### config.mk
export PLATFORM = sky130hd
export DESIGN_NAME = adxl_reg_seq
export DESIGN_NICKNAME = d
export VERILOG_FILES = /design/src/rtl/adxl_reg_seq.sv
export SDC_FILE = /design/constraint.sdc
export NUM_CORES = 1
export LEC_CHECK = 0
export CAP_MARGIN = 10
export CORE_UTILIZATION = 35
export CTS_CLUSTER_DIAMETER = 30
export DETAILED_ROUTE_END_ITERATION = 6
export PLACE_DENSITY_LB_ADDON = 0.3
export SYNTH_ARGS = -nofsm -noshare
export SYNTH_HDL_FRONTEND = slang
export SYNTH_SLANG_ARGS = --single-unit
export TNS_END_PERCENT = 50
### constraint.sdc
create_clock -name clk -period 3 [get_ports clk]
set_clock_uncertainty 0.2 [all_clocks]
set_input_delay 0.3 -clock clk [delete_from_list [all_inputs] [get_ports clk]]
set_output_delay 0.3 -clock clk [all_outputs]
set_load 0.005 [all_outputs]
### src/rtl/adxl_reg_seq.sv
// adxl_reg_seq: register-access sequencer in front of a byte-level I2C controller.
//   Boots the accelerometer by checking its device ID (0xE5) and then writing a fixed
//   three-entry configuration table. After that it periodically reads the six data
//   registers 0x32..0x37 and publishes complete signed X/Y/Z samples.
// Ports:
//   clk, rst_n            clock, asynchronous active-low reset
//   enable                allows periodic read bursts
//   iicwr_req/iicrd_req   single-byte write/read request, held until iic_ack
//   iic_addr/iic_wrdb     register address / write data, stable while a request is up
//   iic_rddb/iic_ack      read data and one-cycle completion pulse from the controller
//   acc_x/acc_y/acc_z     latest sample set, updated atomically with data_valid
//   dev_id/id_err         byte read from register 0x00, sticky mismatch flag
//   init_done             sticky, configuration table written
//   busy                  a request is outstanding
module adxl_reg_seq #(
    parameter logic [23:0] INIT_WAIT   = 24'd2_000_000,
    parameter logic [23:0] POLL_CYCLES = 24'd1_000_000
) (
    input  logic        clk,
    input  logic        rst_n,
    input  logic        enable,
    output logic        iicwr_req,
    output logic        iicrd_req,
    output logic [7:0]  iic_addr,
    output logic [7:0]  iic_wrdb,
    input  logic [7:0]  iic_rddb,
    input  logic        iic_ack,
    output logic [15:0] acc_x,
    output logic [15:0] acc_y,
    output logic [15:0] acc_z,
    output logic        data_valid,
    output logic [7:0]  dev_id,
    output logic        id_err,
    output logic        init_done,
    output logic        busy
);
    typedef enum logic [2:0] {S_WAIT, S_ID, S_CHK, S_INIT, S_IDLE, S_READ, S_DONE, S_HALT} state_t;
    state_t      state, state_nx;
    logic [23:0] cnt, cnt_nx;
    logic [2:0]  idx, idx_nx;
    logic [47:0] stage, stage_nx;
    logic [15:0] acc_x_nx, acc_y_nx, acc_z_nx;
    logic [7:0]  addr_nx, wrdb_nx, dev_id_nx;
    logic        wr_nx, rd_nx, dv_nx, id_err_nx, init_done_nx;
    logic        busy_d, can_issue, acked, sat;
    assign busy = iicwr_req | iicrd_req;
    // busy_d guarantees at least two idle cycles between consecutive requests
    assign can_issue = !busy && !busy_d;
    assign acked = busy && iic_ack;
    assign sat = cnt == POLL_CYCLES - 24'd1;
    always_ff @(posedge clk or negedge rst_n) begin
        if (!rst_n) begin
            state      <= S_WAIT;
            cnt        <= '0;
            idx        <= '0;
            stage      <= '0;
            iicwr_req  <= 1'b0;
            iicrd_req  <= 1'b0;
            iic_addr   <= '0;
            iic_wrdb   <= '0;
            acc_x      <= '0;
            acc_y      <= '0;
            acc_z      <= '0;
            data_valid <= 1'b0;
            dev_id     <= '0;
            id_err     <= 1'b0;
            init_done  <= 1'b0;
            busy_d     <= 1'b0;
        end else begin
            state      <= state_nx;
            cnt        <= cnt_nx;
            idx        <= idx_nx;
            stage      <= stage_nx;
            iicwr_req  <= wr_nx;
            iicrd_req  <= rd_nx;
            iic_addr   <= addr_nx;
            iic_wrdb   <= wrdb_nx;
            acc_x      <= acc_x_nx;
            acc_y      <= acc_y_nx;
            acc_z      <= acc_z_nx;
            data_valid <= dv_nx;
            dev_id     <= dev_id_nx;
            id_err     <= id_err_nx;
            init_done  <= init_done_nx;
            busy_d     <= busy;
        end
    end
    always_comb begin
        state_nx     = state;
        cnt_nx       = cnt;
        idx_nx       = idx;
        stage_nx     = stage;
        wr_nx        = acked ? 1'b0 : iicwr_req;
        rd_nx        = acked ? 1'b0 : iicrd_req;
        addr_nx      = iic_addr;
        wrdb_nx      = iic_wrdb;
        acc_x_nx     = acc_x;
        acc_y_nx     = acc_y;
        acc_z_nx     = acc_z;
        dv_nx        = 1'b0;
        dev_id_nx    = dev_id;
        id_err_nx    = id_err;
        init_done_nx = init_done;
        case (state)
            S_WAIT: begin
                // the ID read is issued on the same edge that leaves WAIT
                if (cnt == INIT_WAIT - 24'd1) begin
                    state_nx = S_ID;
                    cnt_nx   = '0;
                    rd_nx    = 1'b1;
                    addr_nx  = 8'h00;
                end else begin
                    cnt_nx = cnt + 24'd1;
                end
            end
            S_ID: begin
                if (acked) begin
                    dev_id_nx = iic_rddb;
                    state_nx  = S_CHK;
                end
            end
            S_CHK: begin
                state_nx  = dev_id == 8'hE5 ? S_INIT : S_HALT;
                id_err_nx = dev_id != 8'hE5;
            end
            S_INIT: begin
                if (acked) begin
                    idx_nx       = idx == 3'd2 ? 3'd0 : idx + 3'd1;
                    state_nx     = idx == 3'd2 ? S_IDLE : S_INIT;
                    init_done_nx = idx == 3'd2;
                end else if (can_issue) begin
                    wr_nx   = 1'b1;
                    addr_nx = idx == 3'd0 ? 8'h31 : idx == 3'd1 ? 8'h2D : 8'h2C;
                    wrdb_nx = idx == 3'd0 ? 8'h0B : idx == 3'd1 ? 8'h08 : 8'h0A;
                end
            end
            S_IDLE: begin
                cnt_nx   = sat ? (enable ? 24'd0 : cnt) : cnt + 24'd1;
                state_nx = sat && enable ? S_READ : S_IDLE;
            end
            S_READ: begin
                if (acked) begin
                    stage_nx[{idx, 3'b000} +: 8] = iic_rddb;
                    idx_nx   = idx == 3'd5 ? 3'd0 : idx + 3'd1;
                    state_nx = idx == 3'd5 ? S_DONE : S_READ;
                end else if (can_issue) begin
                    rd_nx   = 1'b1;
                    addr_nx = 8'h32 + {5'd0, idx};
                end
            end
            S_DONE: begin
                // staging holds low byte first: {z_hi, z_lo, y_hi, y_lo, x_hi, x_lo}
                acc_x_nx = stage[15:0];
                acc_y_nx = stage[31:16];
                acc_z_nx = stage[47:32];
                dv_nx    = 1'b1;
                state_nx = S_IDLE;
            end
            S_HALT: state_nx = S_HALT;
            default: state_nx = S_WAIT;
        endcase
    end
endmodule
## After elaboration in Yosys (flattened, before gate mapping)

Index checks and enable logic that the tools add are counted.

- Flip-flop bits (word level): 156
- Latch bits: 0
- Memory bits (writable): 0
- Bits in read-only memories: 0
- Bits of input ports: 12
- Output and inout port bits: 78
- Logic and storage cells: 104
- Memories: 0

- Add/sub/neg operators: 4
- Multiply operators: 0
- Divide/modulo/power cells: 0
- Magnitude comparators: 0
- Eq/ne operators: 23
- Shift operators: 2
- Muxes and demuxes: 39
- Bitwise logic cells: 2
- Reductions and logical operators: 18

Operators by type and width:

| operator | count |
|---|---|
| 24-bit 2-to-1 mux | 3 |
| 48-bit bitwise mux | 1 |
| 24-bit case mux with 2 select lines | 1 |
| 8-bit by 8-bit variable shift with 48-bit output (first input constant) | 1 |
| 8-bit by 8-bit variable part select with 48-bit output | 1 |
| 8-bit 2-to-1 mux | 5 |
| 3-bit 2-to-1 mux | 10 |
| 24-bit by 1-bit adder with 24-bit output (second input constant) | 1 |
| 24-bit by 20-bit == test with 1-bit output (second input constant) | 1 |
| 24-bit by 21-bit == test with 1-bit output (second input constant) | 1 |
| 3-bit case mux with 8 select lines | 1 |
| 8-bit case mux with 3 select lines | 1 |
| 2-bit inequality test (second input constant) | 8 |
| 3-bit == test (second input constant) | 5 |
| 1-bit 2-to-1 mux | 11 |
| 3-bit by 2-bit == test with 1-bit output (second input constant) | 3 |
| 8-bit == test (second input constant) | 1 |
| 8-bit inequality test (second input constant) | 1 |
| 6-bit negation with 8-bit output | 1 |
| 2-bit AND reduction | 4 |
| 6-bit by 3-bit adder with 7-bit output (first input constant) | 1 |
| 3-bit by 1-bit == test with 1-bit output (second input constant) | 2 |
| 3-bit logical NOT | 2 |
| 2-bit 2-to-1 mux | 3 |
| 14 further kinds | 19 |

## Longest topological paths before layout

Gate-level depths: netlist of the first run.

- Depth in word-level cells: 6
- Gate-level depth with buffers: 9
- Depth with buffers taken out: 7

## Least setup slack after synthesis of the first run

Ideal clock, no wire load.

- Kind: register to register
- From: register idx[0]
- To: register stage[16]
- Setup time: 125 ps
- Arrival: 2090 ps
- Required time: 2675 ps
- Path slack: 585 ps
- Stages on the path, launching flop included: 9
- Path buffers: 2
- Period minus slack after synthesis: 2415 ps
- Cells stage by stage: dfrtp_1 inv_1 ha_1 ha_1 clkbuf_1 nand4b_1 or2_2 clkbuf_1 mux2_2

- Cells in the longest elaborated chain, start to end: 3
- Elaborated cells between the ends (all ways): 4
- Classes of those cells: add/sub (1); shift (2); mux (1)

Ends and longest elaborated chain:

| element | RTL line | source |
|---|---|---|
| start, declared | 40 | `logic [2:0] idx, idx_nx;` |
| start signal, assigned | 72 | `idx <= idx_nx;` |
| 6-bit negation with 8-bit output (*) | 143 | `stage_nx[{idx, 3'b000} +: 8] = iic_rddb;` |
| 8-bit by 8-bit variable part select with 48-bit output / 8-bit by 8-bit variable shift with 48-bit output (equally long branches) | 143 |  |
| 48-bit bitwise mux (*) | 143 |  |
| end signal, assigned | 73 | `stage <= stage_nx;` |
| end, declared | 41 | `logic [47:0] stage, stage_nx;` |

Mark *: on every way between the ends. The rest lies on a longest branch, timed or not.
A chain may end at the register's enable or synchronous reset.

## Worst setup path in the final report of the first run

- From: register idx[0]
- To: register stage[27]

The elaborated chain is that of the path after synthesis.

==> results.md, run 1 <==
* Antenna-violating nets left at 0
* Final HPWL DP at 10150 um
* Cell Chain, Critical Path: inv_1 -> ha_1 -> ha_1 -> nand4b_1 -> nor2_1 -> nand2_1 -> mux2_2
* Syn Area/Cell at 10.71 sq um
* Worst setup EP type: register
* Drt drc at 0
* Clk root buf: clkbuf_16
* Startpoint Class: register
* CP peak stage delay at 0.46 ns
* Fin crit share at 83.75%
* Post-synth top flop: dfrtp_1
* Final setup vio count at 0
* Die W at 138.1 um
* Worst skew pair latency at 0.43 ns
* Post-synthesis cell count at 605
* Fin crit period at 2.512 ns
* Synthesized cell area at 6480 sq um
* Share of cells above drive strength 1 at 16.52%
* Synth unique cells at 58
* Total Wirelength at 15080 um
* Starting Density at 35.95%
* Tot GR Track Use at 16.70%
* Gpl congestion at 0.8998
* H-tree levels at 4
* Die ar. at 19060 sq um
* MaxCap Viol Count at 0
* Max transition margin at 48.73%
* Row cnt at 49
* Post-route setup TNS at 0 ns
* Post-synth EDFFs at 0
* IO buf count at 82
* WS Path Type: reg -> reg
* TritonRoute pass-1 iters at 4
* Worst VDD drop at 0.4297 mV
* Final Hold Slack at 0.2622 ns
* Slowest-stage cell, CP: dfrtp_1
* Gr ovfl total at 0
* Diode count at 0
* Largest net degree at the start of global routing at 82
* Final Slew Violations at 0
* Global-route wire length before repair at 25370 um
* Dominant cells by area after synthesis: dfrtp_1 58%, mux2_2 10%, nand2_1 10%
* Async S/R FF share, synth at 100.0%
* CTS buffer count at 17
* Static Leak at 0.003881 uW
* DRT iter0 DRCs at 353
* Critical-path maximum fanout at 9
* Top cell type's share of synthesized area at 57.54%
* Worst-path clk slew at 0.06 ns
* #FFs+latches synth at 149
* Most used cell along the critical path: ha_1
* Ports at 90
* CP required at 3.11 ns
* Worst-margin pin slew at 0.7691 ns
* Fmax at 398.0 MHz
* Routed len/inst at 16.19 um
* Final hold violations at 0
* Number of global-route vias before repair at 4810
* RSZ-0062 raised after global routing: no
* Fin nets at 709
* Initial antenna violation count at 0
* Worst EP arrival at 2.62 ns
* Via density at 5.054
* YS warnings at 0
* Vias at 4705
* Synth-to-Final Area Change at 25.08%
* Status: completed
* Pwr dens at 513.7 nW/um^2
* Worst min path class: reg -> reg
* CTS tree: built
* Max clock buf depth at 2
* Post-synthesis sequential area ratio at 57.54%
* Area leader, netlist: dfrtp_1
* Clock sink total at 149
* Area of the core at 18020 sq um
* Height of the die at 138.1 um
metrics by stage:
| stage | worst slack, ns | instances | total power, uW | area [sq um] | util (%) |
|---|---|---|---|---|---|
| after floorplan | 0.5848 | 611 | 2057 | 6502 | - |
| after global placement | 0.5365 | 898 | 2125 | 7517 | 41.70 |
| after detailed placement | 0.4768 | 898 | 2127 | 7517 | 41.70 |
| after CTS | 0.4749 | 931 | 4218 | 8105 | 44.97 |
| after global routing | 0.3555 | 931 | 4318 | 8105 | 44.97 |
| final | 0.4875 | 931 | 4164 | 8105 | 44.97 |
worst max-delay path: cells and delay by family, from the launching register on:
| family | cells | cell delay [ns] |
|---|---|---|
| adders and majority gates | 2 | 0.52 |
| and+or+nand+nor | 3 | 0.72 |
| DFF | 1 | 0.46 |
| muxes | 1 | 0.36 |
| buffers and inverters | 1 | 0.14 |
cell type report:
class	count	area, sq um
repair buffers	89	889.6
clock inverters	14	138.9
fillers	1670	9920
clock buffers	18	439.2
multi-input cells	422	2585
well taps	229	286.5
inverters	10	37.54
flip-flops and latches	149	3729
cells in the mapped netlist, drive strengths merged (2+ instances only):
| master | n |
|---|---|
| nor3b | 2 |
| o21a | 2 |
| xor2 | 10 |
| inv | 10 |
| or3b | 2 |
| or4 | 6 |
| nand2b | 4 |
| nand3 | 16 |
| and3 | 2 |
| or2 | 5 |
| o21ai | 16 |
| o31ai | 8 |
| buf | 14 |
| clkbuf | 16 |
| nor2 | 26 |
| a31oi | 2 |
| or3 | 5 |
| nor4 | 4 |
| a21oi | 11 |
| and2 | 2 |
| nor2b | 2 |
| nand2 | 176 |
| a22oi | 3 |
| nand4 | 12 |
| dfrtp | 149 |
| mux2 | 63 |
| nor3 | 10 |
| o211ai | 2 |
| ha | 8 |
| and4 | 2 |
timing repair:
action | CTS | global route
buffers inserted | 0 | 0
hold buffers | 1 | 0
gates resized for setup | 0 | 0
endpoints found under the hold margin | 79 | 0
cells by family after synthesis:
group                    count (synthesis)  synth area share, %
XOR/XNOR                                10                1.352
AND/OR/NAND/NOR                        282                20.62
multiplexers                            63                10.95
flip-flops                             149                57.54
buffers and inverters                   40                2.916
other                                    1              0.05787
adder cells (fa/ha/maj)                  8                1.545
AO/OA/AOI/OAI                           52                5.020
layer usage:
metal / global-route usage, % / vias to the layer above / share of wire (%)
li1: - / 2219 / -
met1: 22.53 / 2367 / 47
met2: 26.68 / 102 / 48
met3: 3.914 / 17 / 3.2
met4: 5.032 / 0 / 1.0
met5: 0 / - / 0
report_power, final:
group / total (uW) / internal, uW / switching [uW]
Sequential: 2010 / 2010 / 0.000000000000185
Combinational: 78.7 / 18.0 / 60.7
Clock: 2080 / 1190 / 890
Total: 4160 / 3210 / 951
cell usage in the layout, fill, tap and decap left out, types with 2 or more instances in the layout:
cell type / instances
o211ai_1: 2
a22oi_1: 3
or3_1: 5
nor3_1: 9
and4_1: 2
dfrtp_1: 149
inv_6: 5
o21ai_0: 14
nand2b_1: 3
nand3_1: 14
inv_8: 2
mux2_2: 59
nor2_1: 25
clkinvlp_4: 2
clkinv_2: 2
mux2_1: 4
nor2b_1: 2
or2_2: 5
ha_1: 8
nand3_2: 2
or4_4: 2
nor4_4: 2
or4_1: 4
o21ai_1: 2
clkdlybuf4s50_1: 81
o31ai_1: 8
nand4_1: 11
nor3b_1: 2
and3_1: 2
a21oi_1: 11
clkinv_4: 2
clkbuf_16: 17
a31oi_1: 2
conb_1: 7
nand2_1: 176
o21a_1: 2
inv_1: 10
and2_1: 2
buf_4: 5
xor2_1: 10
flip-flops by register name, summed over array words and instances (netlist names), 3 cells and up:
| name | count |
|---|---|
| acc_z | 16 |
| idx | 3 |
| stage | 48 |
| cnt | 24 |
| acc_x | 16 |
| iic_wrdb | 3 |
| iic_addr | 6 |
| acc_y | 16 |
| state | 3 |
| dev_id | 8 |
path summary, 6_finish.rpt:
path,startpoint,to,slack [ns],cells past startpoint
worst max-delay path,idx[0]$_DFFE_PN0P_,stage[27]$_DFFE_PN0P_,0.49,7
worst min-delay path,stage[23]$_DFFE_PN0P_,acc_y[7]$_DFFE_PN0P_,0.26,2
worst min register to register,stage[23]$_DFFE_PN0P_,acc_y[7]$_DFFE_PN0P_,0.26,2
min in group asynchronous,rst_n,iic_wrdb[3]$_DFFE_PN0P_,0.31,2
max in group asynchronous,rst_n,stage[3]$_DFFE_PN0P_,1.48,3
worst max register to register,idx[0]$_DFFE_PN0P_,stage[27]$_DFFE_PN0P_,0.49,7
No activity file was read; power rests on OpenSTA's default activity.
==> inputs of run 2 (changes only) <==
==> constraint.sdc (replaced) <==
create_clock -name clk -period 2.58 [get_ports clk]
set_clock_uncertainty 0.2 [all_clocks]
set_input_delay 0.258 -clock clk [delete_from_list [all_inputs] [get_ports clk]]
set_output_delay 0.258 -clock clk [all_outputs]
set_load 0.005 [all_outputs]
==> run 2 against run 1 <==
- via count is 0.79% higher
- combinational power up 16%
- sequential share of layout area fell by 0.53 points
- worst setup slack worse by 0.33 ns
- clock power rose by 16%
- cell area grew 1.2%
- hold slack worse by 0.080 ns
- wire length is 1.2% lower
- global-route usage shrank 0.29 points
==> results.md, run 2 (same netlist as run 1, synthesis figures left out) <==
* Row cnt at 49 (unchanged)
* Worst EP arrival at 2.53 ns (-0.09 ns)
* R2R Path End: stage[32]$_DFFE_PN0P_
* Total Wirelength at 14890 um (-1.2%)
* Pwr dens at 590.6 nW/um^2 (+15%)
* Die W at 138.1 um (unchanged)
* Diode count at 0 (unchanged)
* Combinational power share at 1.9% (about the same)
* Max FFs per register at 48 (unchanged)
* WS Path Type: reg -> reg
* Setup slack, reg-to-reg at 0.15 ns (-0.33 ns)
* Flop pwr share at 48.2% (about the same)
* Gr ovfl total at 0 (unchanged)
* Initial antenna violation count at 0 (unchanged)
* Cell Chain, Critical Path: inv_1 -> ha_1 -> ha_1 -> nand4b_1 -> nor2_1 -> nand2_1 -> mux2_2
* Height of the die at 138.1 um (unchanged)
* Max clock buf depth at 2 (unchanged)
* Startpoint Class: register
* Share of cells above drive strength 1 at 17.95% (+1.4 points)
* Largest net degree at the start of global routing at 64 (-22%)
* Area of the core at 18020 sq um (unchanged)
* Worst VDD drop at 0.4589 mV (+6.8%)
* IO buf count at 82 (unchanged)
* Die ar. at 19060 sq um (unchanged)
* Worst setup EP type: register
* Max transition margin at 60.28% (+12 points)
* Drt drc at 0 (unchanged)
* Slowest-stage cell, CP: dfrtp_1
* Vias at 4742 (+0.79%)
* Final HPWL DP at 10170 um (+0.20%)
* Most flop-heavy register: stage
* Post-route setup TNS at 0 ns (unchanged)
* Status: completed
* R2r startpoint: idx[1]$_DFFE_PN0P_
* CTS buffer count at 17 (unchanged)
* Sw Ratio at 24.57% (+1.7 points)
* TritonRoute pass-1 iters at 4 (unchanged)
* Most used cell along the critical path: ha_1
* Worst-margin pin slew at 0.5896 ns (-0.1795 ns)
* CTS tree: built
* CP peak stage delay at 0.45 ns (about the same)
* CP required at 2.69 ns (-0.42 ns)
* Routed len/inst at 15.81 um (-2.4%)
* Number of global-route vias before repair at 4810 (unchanged)
* Final hold violations at 0 (unchanged)
* Antenna-violating nets left at 0 (unchanged)
* Total net switching power at 1190 uW (+25%)
* Worst min path class: in -> async
* Most common cell after layout, fill and taps aside: nand2_1
* Clk root buf: clkbuf_16
* H-tree levels at 4 (unchanged)
* Critical-path maximum fanout at 8 (-1)
* Final Hold Slack at 0.1826 ns (-0.07958 ns)
* Util after Layout at 45.49% (+0.52 points)
* Pre-CTS setup slack at 0.1655 ns (-0.3113 ns)
* MaxCap Viol Count at 0 (unchanged)
* Synth-to-Final Area Change at 26.53%
* Clock power frac at 49.9% (about the same)
* DRT iter0 DRCs at 281 (-20%)
* Starting Density at 35.95% (unchanged)
* Int Pwr at 3652 uW (+14%)
* Final Slew Violations at 0 (unchanged)
* Fin crit period at 2.426 ns (-0.08662 ns)
* Fmax at 412.2 MHz (+3.6%)
* Fin nets at 720 (+1.6%)
* Via density at 5.034 (-0.39%)
* Largest registers: stage (48), cnt (24)
* Final setup vio count at 0 (unchanged)
* Tot GR Track Use at 16.41% (-0.29 points)
* Fin crit share at 94.03% (+10 points)
* Ports at 90 (unchanged)
* Worst Slack Setup Final at 0.1541 ns (-0.3334 ns)
* Global-route wire length before repair at 24940 um (-1.7%)
* Highest-count cells in the layout ignoring fill and taps: 175 x nand2_1, 149 x dfrtp_1, 81 x clkdlybuf4s50_1
* Worst Reg-to-Reg Cells at 7 (unchanged)
* Worst skew pair latency at 0.43 ns (about the same)
* Gpl congestion at 0.8385 (-6.8%)
* Clock sink total at 149 (unchanged)
* Worst-path clk slew at 0.07 ns (about the same)
* Static Leak at 0.003939 uW (+1.5%)
==> run 2: metrics by stage <==
| stage | power (uW) | cells | area, sq um |
|---|---|---|---|
| finish | 4842 | 942 | 8199 |
| global placement | 2472 | 909 | 7600 |
| floorplan | 2391 | 611 | 6502 |
| global route | 4998 | 942 | 8199 |
| detailed placement | 2473 | 909 | 7600 |
| CTS | 4888 | 942 | 8197 |
==> run 2: power by group through the flow <==
stage                     Clock (uW)  Combinational [uW]  Sequential, uW
after global placement             0                92.6            2380
after detailed placement           0                93.9            2380
after CTS                       2460                95.2            2330
after global routing            2560                 104            2330
final                           2420                91.0            2340
after floorplan                    0                11.1            2380
==> run 2: worst max path at each step <==
stage,from,end,cells past startpoint
floorplan,idx[0]$_DFFE_PN0P_,stage[16]$_DFFE_PN0P_,8
global placement,cnt[13]$_DFFE_PN0P_,iic_addr[0]$_DFFE_PN0P_,5
detailed placement,idx[1]$_DFFE_PN0P_,stage[25]$_DFFE_PN0P_,7
CTS,idx[1]$_DFFE_PN0P_,stage[26]$_DFFE_PN0P_,7
global route,idx[1]$_DFFE_PN0P_,stage[37]$_DFFE_PN0P_,7
finish,idx[1]$_DFFE_PN0P_,stage[32]$_DFFE_PN0P_,7
==> run 2: worst max-delay path: cells and delay by family, from the launching register on <==
family | cells | cell delay [ns]
and+or+nand+nor | 3 | 0.63
adders and majority gates | 2 | 0.56
DFF | 1 | 0.45
muxes | 1 | 0.34
buffers and inverters | 1 | 0.13
==> run 2: what timing repair did <==
action | in CTS | in global routing
gates resized for setup | 0 | 1
endpoints found under the setup margin | 0 | 7
hold buffers | 1 | 0
setup buffers | 0 | 0
hold endpoints to repair | 60 | 0
==> run 2: layout make-up <==
cell class	count	area (sq um)
multi-input combinational	422	2587
inverter	10	37.54
tap	229	286.5
clock buffer	17	425.4
timing repair buffer	100	972.2
sequential	149	3729
fill	1670	9826
clock inverter	15	161.4
==> run 2: layer usage <==
metal	global-route usage [%]	up-vias	part of all wire (%)
met5	0	-	0
met3	3.533	25	3.5
met2	27.34	103	50
met4	6.825	0	2.2
li1	-	2240	-
met1	20.64	2374	45
